File: src/rtl/mii_rx_frame_gen.sv
// mii_rx_frame_gen: turns a valid/ready byte stream into complete MII receive
// frames (preamble, SFD, payload, zero padding, CRC32 FCS, inter-frame gap).
// One nibble is emitted per clk; every MII output is registered.
//
// state       | meaning
// ------------+--------------------------------------------------------------
// ST_IDLE     | waiting for s_tvalid, MII idle
// ST_PREAMBLE | driving 0x5 nibbles
// ST_SFD      | driving 0xD, first payload byte accepted
// ST_DATA0    | low nibble of held byte
// ST_DATA1    | high nibble of held byte, next byte accepted unless last
// ST_PAD0     | low nibble of a zero pad byte
// ST_PAD1     | high nibble of a zero pad byte
// ST_FCS      | eight nibbles of the inverted CRC, LS nibble first
// ST_IFG      | inter-frame gap, MII idle
// ST_DROP     | after starvation: swallow beats up to tlast, MII idle
module mii_rx_frame_gen #(
    parameter int IFG_NIBBLES      = 24,
    parameter int MIN_PAYLOAD      = 60,
    parameter int PREAMBLE_NIBBLES = 15
) (
    input  logic        clk,
    input  logic        rst,
    input  logic [7:0]  s_tdata,
    input  logic        s_tvalid,
    output logic        s_tready,
    input  logic        s_tlast,
    input  logic        s_tuser,
    output logic [3:0]  phy_rxd,
    output logic        phy_rx_dv,
    output logic        phy_rx_er,
    output logic        busy,
    output logic        underrun,
    output logic [15:0] frame_count
);

    localparam int BC_W = $clog2(MIN_PAYLOAD + 1);
    // Timer covers preamble, FCS and IFG lengths; all parameters stay below 256.
    localparam int TC_W = 8;

    typedef enum logic [3:0] {
        ST_IDLE, ST_PREAMBLE, ST_SFD, ST_DATA0, ST_DATA1,
        ST_PAD0, ST_PAD1, ST_FCS, ST_IFG, ST_DROP
    } state_t;

    state_t            state;
    logic [TC_W-1:0]   timer;
    logic [BC_W-1:0]   byte_cnt;
    logic [BC_W-1:0]   byte_cnt_inc;
    logic [31:0]       crc;
    logic [3:0]        hold_hi;
    logic              hold_last;
    logic              hold_user;

    function automatic logic [31:0] crc_byte(input logic [31:0] c, input logic [7:0] d);
        logic [31:0] r;
        r = c ^ {24'h0, d};
        for (int i = 0; i < 8; i++) begin
            r = r[0] ? ((r >> 1) ^ 32'hEDB8_8320) : (r >> 1);
        end
        return r;
    endfunction

    // Ready depends on state only, so it drops with the async reset.
    assign s_tready = (state == ST_SFD) || (state == ST_DROP) ||
                      ((state == ST_DATA1) && !hold_last);

    // Payload byte count saturates once the minimum frame size is reached.
    assign byte_cnt_inc = (byte_cnt == BC_W'(MIN_PAYLOAD)) ? byte_cnt : byte_cnt + BC_W'(1);

    // Frame sequencer; outputs are loaded together with the state they belong to.
    always_ff @(posedge clk or negedge rst) begin
        if (!rst) begin
            state       <= ST_IDLE;
            timer       <= '0;
            byte_cnt    <= '0;
            crc         <= '1;
            hold_hi     <= '0;
            hold_last   <= 1'b0;
            hold_user   <= 1'b0;
            phy_rxd     <= '0;
            phy_rx_dv   <= 1'b0;
            phy_rx_er   <= 1'b0;
            busy        <= 1'b0;
            underrun    <= 1'b0;
            frame_count <= '0;
        end else begin
            underrun <= 1'b0;
            case (state)
                ST_IDLE, ST_IFG: begin
                    if (state == ST_IFG && timer != '0) begin
                        timer <= timer - TC_W'(1);
                    end else if (s_tvalid) begin
                        // IFG falls straight into the next preamble to keep the gap exact.
                        state     <= ST_PREAMBLE;
                        timer     <= TC_W'(PREAMBLE_NIBBLES - 1);
                        crc       <= '1;
                        byte_cnt  <= '0;
                        phy_rxd   <= 4'h5;
                        phy_rx_dv <= 1'b1;
                        phy_rx_er <= 1'b0;
                        busy      <= 1'b1;
                    end else begin
                        state <= ST_IDLE;
                        busy  <= 1'b0;
                    end
                end
                ST_PREAMBLE: begin
                    if (timer == '0) begin
                        state   <= ST_SFD;
                        phy_rxd <= 4'hD;
                    end else begin
                        timer <= timer - TC_W'(1);
                    end
                end
                ST_SFD, ST_DATA1: begin
                    if (state == ST_DATA1 && hold_last) begin
                        phy_rx_er <= 1'b0;
                        if (byte_cnt < BC_W'(MIN_PAYLOAD)) begin
                            state    <= ST_PAD0;
                            phy_rxd  <= 4'h0;
                            crc      <= crc_byte(crc, 8'h00);
                            byte_cnt <= byte_cnt_inc;
                        end else begin
                            state   <= ST_FCS;
                            timer   <= TC_W'(7);
                            phy_rxd <= ~crc[3:0];
                            crc     <= crc >> 4;
                        end
                    end else if (s_tvalid) begin
                        state     <= ST_DATA0;
                        phy_rxd   <= s_tdata[3:0];
                        phy_rx_er <= s_tuser;
                        hold_hi   <= s_tdata[7:4];
                        hold_last <= s_tlast;
                        hold_user <= s_tuser;
                        crc       <= crc_byte(crc, s_tdata);
                        byte_cnt  <= byte_cnt_inc;
                    end else begin
                        // Starved mid-frame: one poisoned nibble, then discard the rest.
                        state     <= ST_DROP;
                        phy_rxd   <= 4'h0;
                        phy_rx_er <= 1'b1;
                        underrun  <= 1'b1;
                    end
                end
                ST_DATA0: begin
                    state     <= ST_DATA1;
                    phy_rxd   <= hold_hi;
                    phy_rx_er <= hold_user;
                end
                ST_PAD0: begin
                    state   <= ST_PAD1;
                    phy_rxd <= 4'h0;
                end
                ST_PAD1: begin
                    if (byte_cnt < BC_W'(MIN_PAYLOAD)) begin
                        state    <= ST_PAD0;
                        phy_rxd  <= 4'h0;
                        crc      <= crc_byte(crc, 8'h00);
                        byte_cnt <= byte_cnt_inc;
                    end else begin
                        state   <= ST_FCS;
                        timer   <= TC_W'(7);
                        phy_rxd <= ~crc[3:0];
                        crc     <= crc >> 4;
                    end
                end
                ST_FCS: begin
                    if (timer == '0) begin
                        state       <= ST_IFG;
                        timer       <= TC_W'(IFG_NIBBLES - 1);
                        phy_rxd     <= 4'h0;
                        phy_rx_dv   <= 1'b0;
                        frame_count <= frame_count + 16'd1;
                    end else begin
                        timer   <= timer - TC_W'(1);
                        phy_rxd <= ~crc[3:0];
                        crc     <= crc >> 4;
                    end
                end
                ST_DROP: begin
                    phy_rxd   <= 4'h0;
                    phy_rx_dv <= 1'b0;
                    phy_rx_er <= 1'b0;
                    if (s_tvalid && s_tlast) begin
                        state <= ST_IFG;
                        timer <= TC_W'(IFG_NIBBLES - 1);
                    end
                end
                default: begin
                    state <= ST_IDLE;
                end
            endcase
        end
    end

endmodule

File: config.mk
export PLATFORM = sky130hd
export DESIGN_NAME = mii_rx_frame_gen
export DESIGN_NICKNAME = d
export VERILOG_FILES = /design/src/rtl/mii_rx_frame_gen.sv
export SDC_FILE = /design/constraint.sdc
export NUM_CORES = 1
export LEC_CHECK = 0
export CORE_ASPECT_RATIO = 1.5
export CORE_UTILIZATION = 45
export DETAILED_ROUTE_END_ITERATION = 8
export GPL_ROUTABILITY_DRIVEN = 0
export PLACE_DENSITY = 0.66
export SLEW_MARGIN = 20
export SYNTH_ARGS = -nofsm -noshare
export SYNTH_HDL_FRONTEND = slang
export SYNTH_SLANG_ARGS = --single-unit
File: constraint.sdc
create_clock -name clk -period 3.6 [get_ports clk]
set_input_delay 0.36 -clock clk [delete_from_list [all_inputs] [get_ports clk]]
set_output_delay 0.36 -clock clk [all_outputs]
set_load 0.01 [all_outputs]
; ---- Yosys cells after proc, flatten, opt, wreduce, memory -nomap -nowiden
; Cells that the tools add are included.
[classes]
addsub = 3
magnitude_cmp = 1
n_eq_ne = 20
muxes = 68
bitwise_logic = 20
n_reduce_logical = 29
[ops]
columns = cell, count
row1 = 2-to-1 mux 32 bit, 22
row2 = NOT 13 -> 14 bit, 16
row3 = one-hot mux 32 bit (4 select lines), 1
row4 = 2-to-1 mux 8 bit, 7
row5 = 2-to-1 mux 4 bit, 13
row6 = one-hot mux 8 bit (6 select lines), 1
row7 = 2-to-1 mux 6 bit, 6
row8 = one-hot mux 4 bit (8 select lines), 1
row9 = bitwise XOR 32 x 8 -> 32 bit, 1
row10 = one-hot mux 4 bit (7 select lines), 1
row11 = one-hot mux 6 bit (3 select lines), 1
row12 = adder 16 x 1 -> 16 bit (second input constant), 1
row13 = == test 4 x 3 -> 1 bit (second input constant), 4
row14 = AND reduction 4 bit, 4
row15 = != test 2 bit (second input constant), 7
row16 = 2-to-1 mux 1 bit, 12
row17 = AND reduction 5 bit, 2
row18 = == test 4 x 2 -> 1 bit (second input constant), 2
row19 = == test 4 bit (second input constant), 2
row20 = zero test 8 bit, 1
row21 = nonzero test 4 bit, 2
row22 = nonzero test 8 bit, 1
row23 = subtractor 8 x 1 -> 8 bit (second input constant), 1
row24 = nonzero test 7 bit, 1
row25 = 20 further kinds, 31
[word_totals]
reg_bits = 80
input_bits = 13
out_inout_bits = 25
elab_cells = 154

; ---- Depth between registers and ports, before layout
[logic_depth]
ltp_word = 20
mapped_depth = 11
depth_no_buf = 8

; ---- Worst setup path after synthesis
; Ideal clock, no wire load.
[synth_path]
kind = flip-flop to flip-flop
startpoint = reg timer[0]
endpoint = reg byte_cnt[5]
setup_ns = 0.090
arrival_ns = 1.985
t_required_ns = 3.510
setup_slack_ns = 1.525
path_stages_with_launch = 9
n_path_buf = 0
period_less_slack_ns = 2.075
path_cell_list = dfrtp_1 > inv_1 > ha_1 > nor4b_4 > nand2_2 > o21ai_1 > o211ai_2 > or4_1 > o2111ai_1
[synth_via]
elab_chain_cells = 4
[synth_rtl]
columns = item, line
row1 = "start, declared", 47  ; logic [TC_W-1:0] timer;
row2 = "start signal, assigned", 92  ; timer <= timer - TC_W'(1);
row3 = "start signal, assigned", 96  ; timer <= TC_W'(PREAMBLE_NIBBLES - 1);
row4 = "start signal, assigned", 113  ; timer <= timer - TC_W'(1);
row5 = nonzero test 8 bit, 91  ; if (state == ST_IFG && timer != '0) begin
row6 = logical AND 1 bit, 91
row7 = != test 2 bit (no source line), --
row8 = AND reduction 4 bit (no source line), --
row9 = "end signal, assigned", 123  ; byte_cnt <= byte_cnt_inc;
row10 = "end signal, assigned", 138  ; byte_cnt <= byte_cnt_inc;
row11 = "end signal, assigned", 161  ; byte_cnt <= byte_cnt_inc;
row12 = "end, declared", 48  ; logic [BC_W-1:0] byte_cnt;
; No other way between the ends.
; A chain may end at the register's enable or synchronous reset.

; ---- Final worst setup path
[layout_path]
startpoint = reg timer[0]
endpoint = reg crc[24]
[layout_via]
elab_chain_cells = 4
elab_cells_between_ends = 6
classes_between = eq/ne: 2 / reduce/logical: 4
[layout_rtl]
columns = item, line
row1 = nonzero test 8 bit, 91
row2 = logical AND 1 bit, 91
row3 = != test 2 bit (no source line), --
row4 = AND reduction 5 bit (no source line) (*), --
row5 = "end signal, assigned", 122  ; crc <= crc_byte(crc, 8'h00);
row6 = "end signal, assigned", 128  ; crc <= crc >> 4;
row7 = "end signal, assigned", 137  ; crc <= crc_byte(crc, s_tdata);
row8 = "end, declared", 50  ; logic [31:0] crc;
; Mark *: on every way between the ends. The rest lies on a longest branch, timed or not.

==> summary.txt <==
STA
  – Setup Viol. Count Final: 0
  – Max Slew Vio Count: 0
  – Worst-Margin Slew: 1050 ps
  – Setup TNS Final: 0 ps
  – Slew Limit Headroom: 29.9%
  – Setup ws final: 655 ps
  – Max Fclk: 340 MHz
  – Tcrit/Tclk final: 81.8%
  – Clock skew: 7.00 ps
  – Clock period minus final worst setup slack: 2940 ps
  – Final hold vios: 0
  – RSZ-0062 raised after global routing: no

Clock network
  – CTS root buffer: clkbuf_16
  – Number of CTS-inserted buffers: 9
  – Sinks on Clock Net: 80
  – # hold bufs at CTS: 0
  – PostCTS Resize Cnt: 0
  – Post-CTS Setup Inserts: 0
  – CTS tree: built
  – Clk slew on worst S/H paths: 60 ps
  – # H-tree levels: 3
  – Clk_lat worst skew: 350 ps
  – CTS Buffer Depth: 2

Placed design
  – Dpl hpwl: 10,700 um
  – Worst slack, placed: 716 ps
  – I/O Buffers: 37

GRT
  – Met2 usage: 41.7%
  – Antenna violations before repair: 0
  – Largest net degree at the start of global routing: 81
  – First-pass GRT wire length: 25,400 um
  – Met1 Use GR: 28.2%
  – Total GRT Usage: 24.4%
  – Top Usage Layer GRT: met2
  – Vias in the first global route: 4,913
  – GRT overflow: 0
  – Routing usage on met3: 5.06%

Critical path
  – Worst Path Max Fanout: 64
  – Levels on crit path: 8
  – Critical Path Max Stage Delay: 960 ps
  – CP required: 3880 ps
  – Critical Path, Cell by Cell: inv_1, ha_1, nor4b_4, a21oi_1, o21ai_1, and3_2, o211ai_1, o21a_1
  – Kind of cell adding the most delay to the critical path: simple AND/OR/NAND/NOR gates
  – Startpoint types: flip-flop
  – CP Buf/Inv Count: 1
  – CP Data Arrival Time: 3220 ps
  – Crit path capture type: flip-flop
  – R2R cell count: 8
  – CP max stage cell: and3_2
  – Setup CP Type: flip-flop to flip-flop

Synthesis
  – Ys flop type: dfrtp_1
  – Synth area leaders: dfrtp_1 20%, dfstp_2 14%, xnor2_1 14%
  – Syn. warnings: 0
  – Post-synth top area share: 20.2%
  – Flops & latches, synth: 80
  – Sequential cell area fraction in the yosys report: 34.3%
  – Syn Std Cell Area: 5950 um^2
  – Synth Instances: 642
  – Number of synthesized flops with an enable pin: 0
  – Post-synth net total: 659
  – Largest area contributor in the netlist: dfrtp_1
  – Async SR Flop Fraction: 100%
  – Syn_area_per_cell: 9.27 um^2
  – Unique masters post-synth: 65

Drt
  – Drt pass-1 iters: 5
  – WL final: 15,300 um
  – Initial DRC count: 260
  – Routed vias/inst: 5.91
  – DR WL/cell: 18.7 um
  – Routed Antenna Nets: 0
  – Detailed-route via count: 4,844
  – DRC violations left: 0

Finish
  – Nets: 672
  – Area growth, synth to finish: 11.8%
  – Layout cells sized above 1: 13.0%
  – N_diodes: 0
  – Commonest non-fill, non-tap cell in the layout: xnor2_1
  – Most frequent cells in the layout: 96 x xnor2_1, 60 x nand2_1, 55 x nor2_1, 48 x a21oi_1, 48 x dfrtp_1

Floorplanning
  – Die height: 143 um
  – Chip width: 95.9 um
  – Std cell rows: 51
  – Io pins: 38
  – Initial core utilization: 45.9%
  – Die Area: 13,700 um^2
  – Core Box Area: 13,000 um^2

Power
  – Power Dens Cells: 1080 nW/um^2
  – Worst vdd ir: 505 uV
  – P_leak: 2.53 nW

Worst hold path
  – Hold WC Path Type: input pin to async pin

Run
  – Max cap viols: 0

Run status
  – Status: complete, no violations
worst paths after layout:
check,startpoint,endpoint,slack (ps)
setup / recovery,timer[0],crc[24],660
hold / removal,rst,byte_cnt[0],60
setup reg to reg,timer[0],crc[24],660
hold reg to reg,frame_count[15],frame_count[15],470
max in group asynchronous,rst,hold_hi[1],3020
min in group clk,frame_count[15],frame_count[15],470
power by group:
| group | internal, mW | switching (mW) | total (mW) | leakage, nW |
|---|---|---|---|---|
| Clock | 0.545 | 0.406 | 0.951 | 0.139 |
| Sequential | 1.29 | 0.547 | 1.84 | 0.963 |
| Combinational | 2.02 | 2.39 | 4.41 | 1.43 |
| Total | 3.86 | 3.34 | 7.20 | 2.53 |
cells by family after synthesis:
| group | count (synthesis) | share of synthesized area, % |
|---|---|---|
| AOI/OAI and AO/OA | 182 | 20.4 |
| DFF | 80 | 34.3 |
| xor gates and xnor gates | 148 | 26.0 |
| buffers and inverters | 54 | 4.52 |
| muxes | 4 | 0.715 |
| and+or+nand+nor | 170 | 13.3 |
| adders and majority gates | 4 | 0.841 |
flip-flops by register name (all words and copies together), names as in the netlist:
name         count
hold_hi          4
byte_cnt         6
hold_last        1
phy_rxd          4
frame_count     16
phy_rx_er        1
busy             1
state            4
timer            8
phy_rx_dv        1
hold_user        1
crc             32
underrun         1
metal layers:
| metal | vias to the layer above | wire (um) |
|---|---|---|
| li1 | 2292 | - |
| met1 | 2362 | 6070 |
| met2 | 151 | 7950 |
| met3 | 39 | 667 |
| met4 | 0 | 621 |
| met5 | - | 0 |
synth_stat cells, drive strengths merged, types with 3 or more instances:
library cell	number
nand4	5
a221oi	26
xor2	32
o311ai	4
a22o	4
o2bb2ai	3
inv	13
a211oi	3
o22a	4
nand2b	4
a31oi	8
nor3	5
nand2	61
nor2	55
o22ai	4
or3	3
clkbuf	17
and3	7
or4	3
dfrtp	48
o211ai	5
a21oi	48
ha	4
xnor2	115
nand3	13
dfstp	32
nor2b	4
o31ai	3
a22oi	3
buf	24
o21a	8
o21ai	45
through the flow:
step	total power [mW]	instance area (um^2)	instances	utilization (%)	hold slack, ps
CTS	7.20	6650	819	51.3	247
finish	7.20	6650	819	51.3	61.8
floorplan	5.36	5950	642	-	64.4
global placement	6.11	6340	803	49.0	453
detailed placement	6.21	6340	803	49.0	463
global route	7.71	6650	819	51.3	116
area by class of cell:
class | instances | area, um^2
Fill cell | 1176 | 6300
Multi-Input combinational cell | 508 | 3640
Sequential cell | 80 | 2040
Timing Repair Buffer | 43 | 417
Clock buffer | 9 | 225
Tap cell | 159 | 199
Clock inverter | 7 | 78.8
Inverter | 13 | 48.8
(Power assumes the default switching activity.)
